<file path="src/rtl/lc3b_types.sv">
// Shared LC-3b memory-path types: word/line widths and the arbiter grant encoding.
package lc3b_types;

   typedef logic [15:0]  lc3b_word;
   typedef logic [127:0] lc3b_line;

   typedef enum logic {
      GRANT_I = 1'b0,
      GRANT_D = 1'b1
   } grant_e;

   function automatic grant_e other_grant(input grant_e g);
      return (g == GRANT_I) ? GRANT_D : GRANT_I;
   endfunction

endpackage

</file>
<file path="src/rtl/mem_arbiter.sv">
// Round-robin arbiter putting the icache and dcache on one physical memory port.
// pmem command starts 1 cycle after the request; requests wait in IDLE while memory is busy.
module mem_arbiter
   import lc3b_types::*;
#(
   parameter bit FIRST_D = 1'b1
) (
   input  logic     clk,
   input  logic     rst_n,

   input  logic     i_read,
   input  lc3b_word i_address,
   output lc3b_line i_rdata,
   output logic     i_resp,

   input  logic     d_read,
   input  logic     d_write,
   input  lc3b_word d_address,
   input  lc3b_line d_wdata,
   output lc3b_line d_rdata,
   output logic     d_resp,

   output logic     pmem_read,
   output logic     pmem_write,
   output lc3b_word pmem_address,
   output lc3b_line pmem_wdata,
   input  lc3b_line pmem_rdata,
   input  logic     pmem_resp
);

   typedef enum logic [1:0] {
      IDLE    = 2'd0,
      SERVE_I = 2'd1,
      SERVE_D = 2'd2
   } state_e;

   state_e   state;
   state_e   state_nxt;
   grant_e   last_grant;
   grant_e   winner;
   logic     i_req;
   logic     d_req;
   logic     load;
   logic     done;

   lc3b_word addr_q;
   lc3b_line wdata_q;
   logic     rd_q;
   logic     wr_q;

   // Next-state and response logic. Responses are gated by rst_n so a reset
   // landing on the completion cycle swallows the pulse.
   always_comb begin
      i_req     = i_read;
      d_req     = d_read | d_write;
      winner    = GRANT_I;
      state_nxt = state;
      load      = 1'b0;
      done      = 1'b0;

      if (i_req && d_req) begin
         winner = other_grant(last_grant);
      end else if (d_req) begin
         winner = GRANT_D;
      end

      case (state)
         IDLE: begin
            if (i_req || d_req) begin
               load      = 1'b1;
               state_nxt = (winner == GRANT_D) ? SERVE_D : SERVE_I;
            end
         end
         SERVE_I, SERVE_D: begin
            if (pmem_resp) begin
               done      = 1'b1;
               state_nxt = IDLE;
            end
         end
         default: state_nxt = IDLE;
      endcase

      i_resp  = rst_n && (state == SERVE_I) && pmem_resp;
      d_resp  = rst_n && (state == SERVE_D) && pmem_resp;
      i_rdata = i_resp ? pmem_rdata : '0;
      d_rdata = d_resp ? pmem_rdata : '0;
   end

   // Transaction latch: the winner's request is frozen here so later changes
   // on the cache side cannot disturb an in-flight memory access.
   always_ff @(posedge clk) begin
      if (!rst_n) begin
         state      <= IDLE;
         last_grant <= FIRST_D ? GRANT_I : GRANT_D;
         addr_q     <= '0;
         wdata_q    <= '0;
         rd_q       <= 1'b0;
         wr_q       <= 1'b0;
      end else begin
         state <= state_nxt;
         if (load) begin
            last_grant <= winner;
            if (winner == GRANT_D) begin
               addr_q  <= d_address;
               wdata_q <= d_wdata;
               wr_q    <= d_write;
               rd_q    <= ~d_write;
            end else begin
               addr_q  <= i_address;
               rd_q    <= 1'b1;
               wr_q    <= 1'b0;
            end
         end else if (done) begin
            rd_q <= 1'b0;
            wr_q <= 1'b0;
         end
      end
   end

   assign pmem_read    = rd_q;
   assign pmem_write   = wr_q;
   assign pmem_address = addr_q;
   assign pmem_wdata   = wdata_q;

endmodule

</file>
<file path="config.mk">
export PLATFORM = sky130hd
export DESIGN_NAME = mem_arbiter
export DESIGN_NICKNAME = d
export VERILOG_FILES = /design/src/rtl/lc3b_types.sv /design/src/rtl/mem_arbiter.sv
export SDC_FILE = /design/constraint.sdc
export NUM_CORES = 1
export LEC_CHECK = 0
export BUFFER_PORTS_ARGS = -buffer_cell sky130_fd_sc_hd__buf_2
export CORE_AREA = 10 10 263 265
export CTS_CLUSTER_SIZE = 24
export DETAILED_ROUTE_END_ITERATION = 10
export DIE_AREA = 0 0 273 275
export PLACE_DENSITY = 0.3
export SYNTH_ARGS = -nofsm -noshare
export SYNTH_HDL_FRONTEND = slang
export SYNTH_SLANG_ARGS = --single-unit
</file>
<file path="constraint.sdc">
create_clock -name clk -period 4.3 [get_ports clk]
set_clock_uncertainty 0.05 [all_clocks]
set_input_delay 0.645 -clock clk [delete_from_list [all_inputs] [get_ports clk]]
set_output_delay 0.645 -clock clk [all_outputs]
set_load 0.01 [all_outputs]
</file>
==> results of run 1 <==
-- kinds of logic after synthesis --
logic type	after synthesis	share of synthesized area
flip-flops	149	0.397
AO/OA/AOI/OAI	299	0.207
buffers and inverters	112	0.0689
AND/OR/NAND/NOR	429	0.323
adder cells (fa/ha/maj)	3	0.00499
-- where the power goes --
group	total, mW	switching, mW	internal [mW]
combinational	1.55	1.02	0.527
clock	1.63	0.655	0.975
sequential	1.68	0.0922	1.59
total	4.86	1.77	3.09
-- cells in the final DEF (no fill, tap or decap), types with 2 or more instances in the layout --
| master | n |
|---|---|
| buf_2 | 697 |
| and2_1 | 256 |
| dfxtp_1 | 149 |
| nand3_1 | 132 |
| a21oi_1 | 130 |
| o21ai_0 | 98 |
| o21ai_1 | 46 |
| nand2_1 | 35 |
| diode_2 | 17 |
| clkbuf_16 | 17 |
| a31oi_1 | 16 |
| buf_4 | 13 |
| clkinv_2 | 4 |
| bufinv_16 | 4 |
| inv_1 | 2 |
| and3_4 | 2 |
| inv_4 | 2 |
| o31ai_1 | 2 |
| ha_1 | 2 |
| clkbuf_1 | 2 |
| buf_12 | 2 |
-- worst max path at each step --
stage | startpoint | end | slack (ns) | cells past startpoint
2_1_floorplan | rst_n | i_rdata[108] | 2.19 | 4
3_3_place_gp | rst_n | i_rdata[49] | 1.13 | 5
3_5_place_dp | rst_n | i_rdata[28] | 1.11 | 5
4_1_cts | state[1]$_SDFFE_PN0P_ | i_rdata[28] | 1.07 | 6
5_1_grt | state[1]$_SDFFE_PN0P_ | i_rdata[28] | 0.93 | 6
6_report | state[1]$_SDFFE_PN0P_ | i_rdata[28] | 1.11 | 6
-- registers in the layout (all words and copies together), names as in the netlist --
name          count
pmem_address     16
pmem_wdata      128
state             2
pmem_read         1
pmem_write        1
last_grant        1
-- per-layer routing --
layer  GRT usage  vias up  wire (um)  part of all wire
met5           0        -        141            0.0022
li1            -     4623          -                 -
met2       0.313      495      35200              0.55
met4      0.0643       26       2410             0.038
met1       0.146     4550      20800              0.32
met3      0.0637      161       5670             0.088
-- critical path: stages (launching register included) --
cell	delay (ns)
dfxtp_1	0.32
inv_1	0.13
ha_1	0.24
and3_4	0.60
buf_4	0.37
and2_1	0.18
buf_2	0.13
-- cell type report --
class                      instances  area, um^2
clock buffer                      20         447
antenna                           17        42.5
sequential                       149        2980
inverter                           4        20.0
timing repair buffer             712        3630
multi-input combinational        731        4070
fill                            7357       51500
tap                              855        1070
clock inverter                    10         156
-- per-stage QoR --
| step | worst slack [ns] | hold WS (ns) |
|---|---|---|
| 2_1_floorplan | 2.19 | 0.416 |
| 3_3_place_gp | 1.13 | 0.408 |
| 3_5_place_dp | 1.11 | 0.416 |
| 4_1_cts | 1.07 | 0.315 |
| 5_1_grt | 0.931 | 0.344 |
| 6_report | 1.11 | 0.367 |
==> summary.md, run 1 <==
| Metric | Value |
|---|---|
| P&R area growth vs syn | `65.0%` |
| Commonest cells post-synth | `and2_1 (256), dfxtp_1 (149), nand3_1 (132), a21oi_1 (130), o21ai_0 (98)` |
| GRT Total Usage | `0.161` |
| CTS resizes | `0` |
| Root buffer cell | `clkbuf_16` |
| Post-synthesis cell type count | `31` |
| Max-cap violation count | `0` |
| Drt initial violations | `roughly 570` |
| Ports | `roughly 700` |
| Tot Pwr | `approximately 4.9 mW` |
| Flop-to-flop setup slack | `2.03 ns` |
| Cells after DPL | `between 2000 and 2500` |
| Worst r2r src | `state[0]$_SDFFE_PN0P_` |
| Post-Route WL | `about 64 mm` |
| Die height | `roughly 280 um` |
| Final non-filler cell total | `2498` |
| Post-synthesis cell count | `about 1000` |
| Most common cell in the netlist | `and2_1` |
| Via-to-Cell Ratio | `between 3 and 4` |
| Worst R2R Path Depth | `6` |
| Arrival time of the worst setup path | `between 2 and 2.5 ns` |
| CTS Buf Count | `17` |
| Worst Hold Class | `in2reg` |
| Crit-path max FO | `68` |
| CTS Hold Buffers Added | `0` |
| Starting Density | `0.118` |
| DP Area | `roughly 12000 um^2` |
| Tcrit/Tclk final | `0.741` |
| Setup violators final | `0` |
| Final routed wire length divided by cell count | `around 26 um` |
| RSZ-0062 raised after global routing | `false` |
| Worst Setup Start Kind | `flop` |
| H-tree depth | `4` |
| Syn nets | `roughly 1300` |
| Die area | `approximately 75000 um^2` |
| Sequential share of the synthesized area | `0.397` |
| PwrDens | `391 nW/um^2` |
| First-pass GRT wire length | `84.2 mm` |
| Synthesis Warnings | `0` |
| Pre-Repair DR Iteration Count | `5` |
| Chip Width | `273 um` |
| GP Congestion | `0.888` |
| Largest net degree at the start of global routing | `between 90 and 100` |
| Finished Cell Area | `roughly 12000 um^2` |
| Crit path time final | `about 3.2 ns` |
| Post-layout nets | `~1900` |
| Gr ovfl total | `0` |
| Final Slew Violations | `0` |
| Total Neg Setup Slack | `0 ns` |
| Vias in the first global route | `between 9000 and 10000` |
| DRC viols | `0` |
| Ranking of synthesized cells by area | `dfxtp_1 (40%), and2_1 (21%), nand3_1 (8.8%)` |
| CTS Sinks | `approximately 150` |
| FFs w/ async S/R, synth | `0` |
| CP required | `between 3 and 4 ns` |
| Synth top area share | `0.397` |
| FF+latch count, synth | `~150` |
| Leak pwr | `around 6.4 nW` |
| Via count | `approximately 10000` |
| CP Class | `reg2out` |
| Layout cells sized above 1 | `0.459` |
| Worst hold stages | `3` |
| DP HPWL | `~53 mm` |
| Max IR drop VDD | `roughly 0.28 mV` |
| Fmax | `between 300 and 400 MHz` |
| Ys flop type | `dfxtp_1` |
| Worst reg2reg endpoint | `pmem_wdata[6]$_SDFFE_PN0P_` |
| Antenna violations before repair | `77` |
| Post-synth EDFFs | `0` |
| Clock Tree Buf Depth | `2` |
| Site Rows | `between 90 and 100` |
| Slew margin rel. | `0.280` |
| Hold EP | `pmem_wdata[40]$_SDFFE_PN0P_` |
| Final Util | `0.194` |
| Synth area leader | `dfxtp_1` |
| Post-Syn Area | `7520 um^2` |
| Avg Synthesized Cell Area | `7.58 um^2` |
| Setup Buffers After CTS | `0` |
| Port Buf Inserts | `roughly 700` |
| Hold wc startpoint | `d_wdata[40]` |
| Antenna-violating nets left | `0` |
| Least-Margin Pin Slew | `around 1.1 ns` |
| CTS tree | `yes` |
| Reg clk slew, reported paths | `roughly 0.070 ns` |
| Core area | `approximately 64000 um^2` |
| Endpoints failing hold | `0` |
| Run status | `completed` |
| Clk_lat worst skew | `roughly 0.47 ns` |
| Crit. End Element | `output port` |
Note: power is estimated with default switching activity, not from simulation.
==> run 2, diff against run 1 <==
--- a/config.mk
+++ b/config.mk
@@ -5,11 +5,12 @@
 export SDC_FILE = /design/constraint.sdc
 export NUM_CORES = 1
 export LEC_CHECK = 0
+export ABC_AREA = 1
 export BUFFER_PORTS_ARGS = -buffer_cell sky130_fd_sc_hd__buf_2
-export CORE_AREA = 10 10 263 265
+export CORE_AREA = 10 10 261 263
 export CTS_CLUSTER_SIZE = 24
 export DETAILED_ROUTE_END_ITERATION = 10
-export DIE_AREA = 0 0 273 275
+export DIE_AREA = 0 0 271 273
 export PLACE_DENSITY = 0.3
 export SYNTH_ARGS = -nofsm -noshare
 export SYNTH_HDL_FRONTEND = slang
==> constraint.sdc (replaced) <==
create_clock -name clk -period 2.88 [get_ports clk]
set_clock_uncertainty 0.05 [all_clocks]
set_input_delay 0.432 -clock clk [delete_from_list [all_inputs] [get_ports clk]]
set_output_delay 0.432 -clock clk [all_outputs]
set_load 0.01 [all_outputs]
==> summary.md, run 2 <==
| Metric | Value |
|---|---|
| Post-Synth XOR/XNOR Area | `0` |
| Worst Hold Class | `in2reg` |
| Met1 global-route usage | `0.128` |
| Worst Setup Start Kind | `flop` |
| First-pass GRT wire length | `72.5 mm` |
| Synth top area share | `0.421` |
| GP Congestion | `around 0.92` |
| Pre-Repair DR Iteration Count | `4` |
| Via-to-Cell Ratio | `between 3 and 4` |
| Reg clk slew, reported paths | `0.07 ns` |
| PwrDens | `a little under 600 nW/um^2` |
| Clk_lat worst skew | `between 0.4 and 0.5 ns` |
| DRC viols | `0` |
| Worst path max stage delay | `~0.4 ns` |
| Buf/Inv on CP | `3` |
| Die height | `between 200 and 300 um` |
| Grt met3 use | `0.0667` |
| Largest net degree at the start of global routing | `130` |
| CTS Sinks | `149` |
| Antenna-violating nets left | `0` |
| H-tree depth | `4` |
| Clock Tree Buf Depth | `2` |
| CP Class | `reg2out` |
| Simple-Gate Fraction of Synth Area | `0.329` |
| Site Rows | `92` |
| Ranking of synthesized cells by area | `dfxtp_1 (42%), nor2_1 (30%), inv_1 (8.1%)` |
| Ports | `698` |
| GRT Total Usage | `0.134` |
| Area share of fa/ha/maj cells after synthesis | `0.00530` |
| Layout cells sized above 1 | `0.415` |
| Met2 Use GR | `0.254` |
| Tot Pwr | `7.03 mW` |
| Largest family of logic cells by synthesized area | `simple AND/OR/NAND/NOR gates` |
| Fill count | `about 7300` |
| Root buffer cell | `clkbuf_16` |
| P&R area growth vs syn | `70.2%` |
| Synth area leader | `dfxtp_1` |
| CP cell instances | `inv_1, ha_1, nand3_4, buf_4, nor2_1, buf_2` |
| Crit path time final | `~2.7 ns` |
| Gr ovfl total | `0` |
| Ys flop type | `dfxtp_1` |
| Most common cell in the netlist | `nor2_1` |
| Port Buf Inserts | `between 600 and 700` |
| CTS Hold Buffers Added | `0` |
| Chip Width | `approximately 270 um` |
| Least-Margin Pin Slew | `between 0.8 and 0.9 ns` |
| Tcrit/Tclk final | `0.921` |
| Via count | `approximately 9500` |
| Antenna violations before repair | `between 40 and 50` |
| Commonest cells post-synth | `nor2_1 (563), inv_1 (153), dfxtp_1 (149), o21ai_1 (101), nand2_1 (45)` |
| Endpoints failing hold | `0` |
| Drt initial violations | `a little over 500` |
| DP HPWL | `between 40 and 50 mm` |
| Mux cell area share after synthesis | `0` |
| Die area | `74000 um^2` |
| Crit-path max FO | `33` |
| Max FFs per register | `approximately 130` |
| Total Neg Setup Slack | `0 ns` |
| Max-cap violation count | `0` |
| RSZ-0062 raised after global routing | `false` |
| Fmax | `approximately 380 MHz` |
| Crit. End Element | `output port` |
| Leak pwr | `between 7 and 8 nW` |
| Sequential share of the synthesized area | `0.421` |
| Post-synthesis cell count | `roughly 1200` |
| Vias in the first global route | `roughly 9800` |
| Post-layout nets | `~2100` |
| Core area | `about 63000 um^2` |
| CTS Buf Count | `17` |
| Max IR drop VDD | `approximately 0.36 mV` |
| Syn nets | `~1400` |
| FFs w/ async S/R, synth | `0` |
| Avg Synthesized Cell Area | `between 6 and 7 um^2` |
| FF+latch count, synth | `roughly 150` |
| Post-synth EDFFs | `0` |
| Starting Density | `0.113` |
| GRT busiest layer | `met2` |
| Flop-to-flop setup slack | `around 0.94 ns` |
| Post-Route WL | `52.5 mm` |
| Crit path max-delay cell type | `nand3_4` |
| Arrival time of the worst setup path | `approximately 2.2 ns` |
| Post-synthesis compound-gate area fraction | `0.108` |
| CTS resizes | `0` |
| Final routed wire length divided by cell count | `just under 20 um` |
| Setup violators final | `0` |
| CTS tree | `yes` |
| Most common cell after layout, fill and taps aside | `buf_2` |
| Final Slew Violations | `0` |
| Synthesis Warnings | `0` |
| Run status | `completed` |
| Delay-heaviest family, CP | `buffers and inverters` |
| Post-Syn Area | `~7100 um^2` |
| Slew margin rel. | `0.442` |
| Most frequent cells in the layout | `buf_2 (696), nor2_1 (563), inv_1 (153), dfxtp_1 (149), o21ai_1 (101)` |
| CP required | `2.40 ns` |
| Post-synthesis cell type count | `18` |
run 2: cell count changes after synthesis, sizes merged, moves of 2 or more:
| cell | delta |
|---|---|
| inv | +151 |
| and3 | -2 |
| a21oi | -124 |
| and2 | -256 |
| nand2 | +10 |
| clkbuf | -29 |
| o31ai | -2 |
| nor2 | +564 |
| nand3 | -126 |
| a31oi | -16 |
run 2: logic make-up (layout without fill, tap and decap cells):
logic type | count (synthesis) | in the layout
compound gates | 151 | 151
simple gates | 616 | 616
fa+ha+maj | 3 | 3
flops | 149 | 149
buf+inv | 232 | 901
other cells | 0 | 8
run 2: area by class of cell:
cell class,instances,area [um^2],share of cell area
inverters,154,578,0.0480
clock buffers,17,425,0.0353
clock inverters,14,131,0.0109
flip-flops and latches,149,2980,0.248
repair buffers,716,3680,0.306
well taps,846,1060,0.0879
multi-input cells,770,3170,0.263
diodes,8,20.0,0.00166
run 2: power by group:
group / internal (mW) / switching [mW] / total (mW) / leakage [nW]
sequential: 2.44 / 0.183 / 2.63 / 1.24
combinational: 0.777 / 1.43 / 2.21 / 5.81
clock: 1.19 / 0.997 / 2.19 / 0.267
total: 4.41 / 2.62 / 7.03 / 7.32
run 2: tightest hold or removal path: cells and delay by family:
family | cells | cell delay [ns]
simple gates | 2 | 0.11
buf+inv | 1 | 0.07
run 2: per-stage QoR:
| stage | instances | setup slack, ns | cell area (um^2) | util | hold slack, ns |
|---|---|---|---|---|---|
| 2_1_floorplan | 1151 | 1.07 | 7080 | - | 0.398 |
| 3_3_place_gp | 2635 | 0.417 | 11500 | 0.183 | 0.415 |
| 3_5_place_dp | 2635 | 0.406 | 11500 | 0.183 | 0.421 |
| 4_1_cts | 2666 | 0.0699 | 12000 | 0.192 | 0.0891 |
| 5_1_grt | 2669 | 0.00559 | 12000 | 0.192 | 0.115 |
| 6_report | 2674 | 0.229 | 12000 | 0.192 | 0.139 |
run 2: worst paths after layout:
kind | from | to | depth (start not counted)
worst min-delay path | d_wdata[21] | pmem_wdata[21]$_SDFFE_PN0P_ | 3
worst max-delay path | state[0]$_SDFFE_PN0P_ | d_rdata[49] | 6
worst min register to register | last_grant$_SDFFE_PN0P_ | last_grant$_SDFFE_PN0P_ | 2
worst max register to register | state[0]$_SDFFE_PN0P_ | pmem_wdata[30]$_SDFFE_PN0P_ | 7
run 2: per-layer routing:
layer / vias to the layer above / share of wire
met2: 438 / 0.53
met1: 4253 / 0.35
met5: - / 0.0030
met4: 22 / 0.018
met3: 96 / 0.10
li1: 4734 / -
run 2: what timing repair did:
item,in CTS,in global routing
setup buffers,0,0
endpoints found under the setup margin,0,1
endpoints found under the hold margin,0,0
